[src/rtl/wb_write_decoder.sv]
// wb_write_decoder
//
// Write-back decoder for the register file. A destination index and write
// request accepted at issue travel down a LAT-deep pipeline of {valid, addr}
// stages. When a write reaches the last (retiring) stage, its one-hot enable is
// presented on Register for exactly one cycle. Every in-flight destination is
// also reflected in Pending so the hazard unit can stall dependent reads.
//
// Parameters:
//   ADDR_W   - register index width
//   NREGS    - number of architectural registers
//   ZERO_REG - hardwired zero register; never written, never pending
//   LAT      - write-back pipeline depth in cycles (1..8)
//
// Ports:
//   clk      - clock, rising edge
//   reset_n  - asynchronous active-low reset; clears all stage valid bits
//   RegWrite - write request from issue
//   WriteReg - destination index for RegWrite
//   Flush    - squashes every non-retiring in-flight write and the concurrent request
//   ReadRegA - read index checked for hazard (HazardA)
//   ReadRegB - read index checked for hazard (HazardB)
//   Register - one-hot write enable from the retiring stage
//   Pending  - per-register "write in flight" scoreboard
//   HazardA  - Pending[ReadRegA]
//   HazardB  - Pending[ReadRegB]
//   InFlight - number of valid stages
//   Busy     - any stage valid
module wb_write_decoder #(
  parameter int ADDR_W   = 5,
  parameter int NREGS    = 2**ADDR_W,
  parameter int ZERO_REG = NREGS-1,
  parameter int LAT      = 3
) (
  input  logic                     clk,
  input  logic                     reset_n,
  input  logic                     RegWrite,
  input  logic [ADDR_W-1:0]        WriteReg,
  input  logic                     Flush,
  input  logic [ADDR_W-1:0]        ReadRegA,
  input  logic [ADDR_W-1:0]        ReadRegB,
  output logic [NREGS-1:0]         Register,
  output logic [NREGS-1:0]         Pending,
  output logic                     HazardA,
  output logic                     HazardB,
  output logic [$clog2(LAT+1)-1:0] InFlight,
  output logic                     Busy
);

  localparam int CNT_W = $clog2(LAT+1);
  localparam int NIDX  = 2**ADDR_W;

  // One extra bit so the range check also works when NREGS == 2**ADDR_W.
  typedef logic [ADDR_W:0] idx_ext_t;
  localparam idx_ext_t NREGS_EXT = idx_ext_t'(NREGS);
  localparam idx_ext_t ZERO_EXT  = idx_ext_t'(ZERO_REG);

  logic [LAT-1:0]    valid_reg;
  logic [LAT-1:0]    valid_next;
  logic [ADDR_W-1:0] addr_reg  [LAT];
  logic [ADDR_W-1:0] addr_next [LAT];
  logic              issue_ok;
  logic [NIDX-1:0]   pending_pad;

  genvar gi;
  genvar gj;

  // Zero-register and out-of-range destinations never become valid, so they
  // can neither pulse Register nor raise Pending.
  assign issue_ok = RegWrite && !Flush &&
                    ({1'b0, WriteReg} < NREGS_EXT) &&
                    ({1'b0, WriteReg} != ZERO_EXT);

  // Next-state for each stage. Flush clears the valid bit of everything that
  // advances; the write that was already retiring has had its pulse this cycle.
  generate
    for (gi = 0; gi < LAT; gi++) begin : g_stage
      if (gi == 0) begin : g_head
        assign valid_next[gi] = issue_ok;
        assign addr_next[gi]  = WriteReg;
      end else begin : g_body
        assign valid_next[gi] = valid_reg[gi-1] && !Flush;
        assign addr_next[gi]  = addr_reg[gi-1];
      end
    end
  endgenerate

  always_ff @(posedge clk or negedge reset_n) begin
    if (!reset_n) begin
      valid_reg <= '0;
    end else begin
      valid_reg <= valid_next;
    end
  end

  // Addresses are qualified by valid, so they need no reset.
  always_ff @(posedge clk) begin
    for (int i = 0; i < LAT; i++) begin
      addr_reg[i] <= addr_next[i];
    end
  end

  // Per-register decode: Register from the retiring stage only, Pending as
  // the OR of matches across every stage.
  generate
    for (gi = 0; gi < NREGS; gi++) begin : g_reg
      logic [LAT-1:0] hit;
      for (gj = 0; gj < LAT; gj++) begin : g_hit
        assign hit[gj] = valid_reg[gj] && (addr_reg[gj] == ADDR_W'(gi));
      end
      if (gi == ZERO_REG) begin : g_zero
        assign Register[gi] = 1'b0;
        assign Pending[gi]  = 1'b0;
      end else begin : g_live
        assign Register[gi] = hit[LAT-1];
        assign Pending[gi]  = |hit;
      end
    end
  endgenerate

  // Pad Pending to the full index space so any read index is a legal lookup;
  // indices beyond NREGS are never pending.
  generate
    for (gi = 0; gi < NIDX; gi++) begin : g_pad
      if (gi < NREGS) begin : g_in
        assign pending_pad[gi] = Pending[gi];
      end else begin : g_out
        assign pending_pad[gi] = 1'b0;
      end
    end
  endgenerate

  assign HazardA = pending_pad[ReadRegA];
  assign HazardB = pending_pad[ReadRegB];

  always_comb begin
    InFlight = '0;
    for (int i = 0; i < LAT; i++) begin
      InFlight = InFlight + CNT_W'(valid_reg[i]);
    end
  end

  assign Busy = |valid_reg;

endmodule

[config.mk]
export PLATFORM = sky130hd
export DESIGN_NAME = wb_write_decoder
export DESIGN_NICKNAME = d
export VERILOG_FILES = /design/src/rtl/wb_write_decoder.sv
export SDC_FILE = /design/constraint.sdc
export NUM_CORES = 1
export LEC_CHECK = 0
export ABC_AREA = 1
export CAP_MARGIN = 20
export CORE_UTILIZATION = 45
export DETAILED_ROUTE_END_ITERATION = 10
export DONT_BUFFER_PORTS = 1
export SYNTH_ARGS = -nofsm -noshare
export SYNTH_HDL_FRONTEND = slang
export SYNTH_SLANG_ARGS = --single-unit
[constraint.sdc]
create_clock -name clk -period 2.7 [get_ports clk]
set_input_delay 0.405 -clock clk [delete_from_list [all_inputs] [get_ports clk]]
set_output_delay 0.405 -clock clk [all_outputs]
set_load 0.03 [all_outputs]
## Word level (Yosys, flattened, before mapping)

Memory sizes are Yosys's and may differ from the RTL's.
Cells that the tools add are included.

| cells by class | value |
|---|---|
| $add $sub $neg | 2 |
| order comparisons | 2 |
| equality and inequality tests | 91 |
| mux-type cells | 4 |
| reduce and logical (&&, ||, !) cells | 133 |

Operators by type and width:

| operator | number |
|---|---|
| $eq A5 B5 Y1 const B | 45 |
| $eq A5 B4 Y1 const B | 24 |
| $logic_and A1 B1 Y1 | 97 |
| $reduce_or A3 Y1 | 32 |
| $eq A5 B3 Y1 const B | 12 |
| $eq A5 B2 Y1 const B | 6 |
| $eq A5 B1 Y1 const B | 3 |
| $logic_not A5 Y1 | 3 |
| $lt A5 B6 Y1 const B | 2 |
| $bmux W1 S5 | 2 |
| $ne A5 B5 Y1 const B | 1 |
| $add A1 B1 Y2 | 1 |
| $add A2 B1 Y2 | 1 |
| $mux W1 | 2 |
| $logic_not A1 Y1 | 1 |

| word-level totals | value |
|---|---|
| bits in registers | 3 |
| bits in writable memories | 15 |
| output and inout bits | 69 |
| memories | 1 |

Memories:

| memory | depth | bits a word | read ports | clocked after Yosys merged registers in | write ports | RTL line | source |
|---|---|---|---|---|---|---|---|
| addr_reg | 3 | 5 | 3 | 0 | 3 | 60 | `logic [ADDR_W-1:0] addr_reg [LAT];` |

## Depth between registers and ports, before layout

An unclocked memory read counts as a cell.

| logic depth | value |
|---|---|
| depth in word-level cells | 6 |
| depth in mapped cells | 14 |

## Worst setup path after synthesis

Ideal clock, no wire load.

| path | value |
|---|---|
| path kind | flip-flop to output port |
| start point | reg valid_reg[0] |
| end point | out HazardA |
| arrival time | 1,692 ps |
| required time | 2,295 ps |
| path slack | 603 ps |
| stages on the path, launching flop included | 14 |
| path buffers | 1 |
| cells stage by stage | dfrtp_1 inv_2 nor2_4 buf_6 nand2_1 nand3_1 nand2_1 nand2_1 nand2_1 nand2_1 nand3_1 nand2_1 nand2_1 nand2_1 |

| on the way | value |
|---|---|
| longest elaborated chain between the ends | 4 |
| elaborated cells on any way between the ends | 64 |
| classes of those cells | mux: 2; reduce/logical: 62 |

Ends and longest elaborated chain:

| element | RTL line | source |
|---|---|---|
| start: declaration | 58 | `logic [LAT-1:0] valid_reg;` |
| start signal: assignment | 92 | `valid_reg <= valid_next;` |
| $logic_and A1 B1 Y1 | 109 | `assign hit[gj] = valid_reg[gj] && (addr_reg[gj] == ADDR_W'(gi));` |
| $reduce_or A3 Y1 | 116 | `assign Pending[gi] = \|hit;` |
| via Pending[13] | 43 | `output logic [NREGS-1:0] Pending,` |
| $bmux W1 S5 | 133 | `assign HazardA = pending_pad[ReadRegA];` |
| $mux W1 (not written as such) | 133 |  |
| end: declaration | 44 | `output logic HazardA,` |

The timed path passes the listed nets, and every way through them passes these cells. The select of a mux whose other input is x is not followed.

## Worst setup path after layout

| path | value |
|---|---|
| start point | reg valid_reg[2] |
| end point | out HazardA |

The elaborated chain is that of the path after synthesis.

==> reports/metrics.cfg <==
[drt]
route.detailed.drc=0
postRouteAntennaNets=0
dr_total_vias=3025
routed_wl_um=8490
wl_per_cell_um=15.7
drt_iter0_drc=404
viasPerCell=5.61
drt_first_pass_iters=5

[setup_path]
critPathKind=flop to output pin
required_ns=2.30
end_kind=output pin
worst_setup_path_start_kind=flop
r2r_slack_ns=2.03
arrival_ns=2.16
crit_path_max_fanout=12

[grt]
grt_first_pass_wirelength_um=13100
met2_usage_pct=48.4
antenna_found_initial=0
use_met3_pct=5.01
use_met1_pct=44.1
top_usage_layer=met2
grt_pass1_vias=2606
grt_max_degree=17
grt_use_total_pct=31.2
overflow=0

[timing]
maxSlewHeadroom_pct=63.5
tightest_slew_ns=0.545
slew_viol_final=0
fin_skew_ns=0.00308
setup_slack_ns=0.137
period_needed_ns=2.56
rsz0062_at_grt=true
finalHoldViolations=0
fin_crit_sh_pct=94.9
max_freq_mhz=390
setup_viol=0

[floorplan]
start_util_pct=46.7
core_um2=5070
die_w_um=74.6
fp.dieH_um=74.6
fp-row-count=26
dieArea_um2=5560
ios=88

[synthesis]
yosysSeqAreaShare_pct=15.8
yosysTopAreaCell=nand2_1
synth.avg_cell_area_um2=5.19
post-synth-top-area-fraction_pct=27.1
yosys_warnings=0
syn_area_um2=2370
syn-instance-count=457
synthTopCellsByArea=nand2_1 (27%), nand3_1 (16%), dfxtp_1 (13%)
ys_seq_elements=18
synth_cell_types=20

[clocking]
cts_buffer_depth=2
clock-root-buffer=clkbuf_8
numCtsBuffers=3
insertion_delay_ns=0.25
clock_sinks=18
path_clk_slew_ns=0.07
ctsHtreeMaxLevel=1
cts_tree=yes

[worst_hold_path]
hp-class=input port to flop

[power]
irDropWorstVdd_uv=294
power_density_nw_per_um2=275
p_leak_nw=1.77

[placed_design]
gp_congestion=0.914
pre_cts_ws_ns=0.380
hpwlAfterDp_um=6830
io_buffer_count=0

[outcome]
status=complete, no violations

[layout]
largest_reg_flops=15
fin_nets=490
insertedDiodeCount=0
area_growth_pct=10.0
drive_gt1_share_pct=10.9
utilization_pct=51.4

[run]
drv_cap=0

power by group:
part	total (mW)	internal, mW	switching, mW
clock	0.215	0.129	0.0852
sequential	0.298	0.280	0.0174
combinational	0.205	0.0545	0.151
layer usage:
layer	routed length, µm	part of all wire, %	up-vias
met1	3490	41	1343
met2	3760	44	213
li1	-	-	1447
met5	0	0	-
met3	996	12	22
met4	243	2.9	0
cells in the final DEF, fill, tap and decap left out, types with 4 or more instances in the layout:
master / instances
inv_1: 74
nand3_2: 14
nand4_1: 20
nand3_1: 76
nand2_1: 171
clkinv_1: 6
buf_4: 13
nor2_2: 6
nor2_1: 47
clkbuf_8: 4
nor2_4: 4
dfxtp_1: 14
synth_stat cells, drive strengths merged:
cell type	count
nand4	20
nand3	91
nand2	172
nor2	57
dfrtp	3
buf	9
a21oi	2
conb	1
clkinv	7
dfxtp	15
fa	1
inv	78
nor3b	1
cell families after synthesis:
family	share of synthesized area [%]
adder cells (fa/ha/maj)	0.844
other	0.158
AND/OR/NAND/NOR	66.0
flip-flops	15.8
AO/OA/AOI/OAI	0.422
buffers and inverters	16.7
metrics by stage:
step                hold WS [ns]  instance area [µm²]  power (mW)  instances  setup TNS, ns
global placement           0.109                 2470       0.493        530              0
floorplan                  0.109                 2370       0.456        458              0
finish                     0.173                 2610       0.718        539              0
global route               0.160                 2610       0.757        539        -0.0184
CTS                        0.168                 2530       0.711        535              0
detailed placement         0.109                 2470       0.494        530              0
cell type report:
type,count,area [µm²]
Tap cell,70,87.6
Multi-Input combinational cell,346,1620
Timing Repair Buffer,16,148
Inverter,85,327
Clock buffer,4,55.1
Sequential cell,18,377
Fill cell,590,2470
worst paths after layout:
| path | from | to | cells after the start |
|---|---|---|---|
| hold / removal | WriteReg[0] | addr_reg[0][0] | 0 |
| max in group asynchronous | reset_n | valid_reg[2] | 1 |
| hold reg to reg | addr_reg[0][6] | addr_reg[0][11] | 0 |
| setup / recovery | valid_reg[2] | HazardA | 12 |
| setup reg to reg | valid_reg[0] | valid_reg[1] | 2 |
| min in group asynchronous | reset_n | valid_reg[0] | 1 |
what timing repair did:
action,in CTS,in global routing
resized for setup,0,5
setup buffers,0,4
endpoints found under the setup margin,0,2
hold buffers,1,0
endpoints found under the hold margin,3,0
critical path, stage by stage (launching register included):
cell	delay, ns
dfrtp_1	0.41
nand2_1	0.09
inv_1	0.32
nand2_1	0.17
nand3_2	0.22
nand2_1	0.08
nand2_1	0.07
nand2_1	0.06
nand2_1	0.08
nand3_1	0.07
nand2_1	0.07
nand2_1	0.04
nand2_1	0.22
Power figures use the tool's default switching activity.
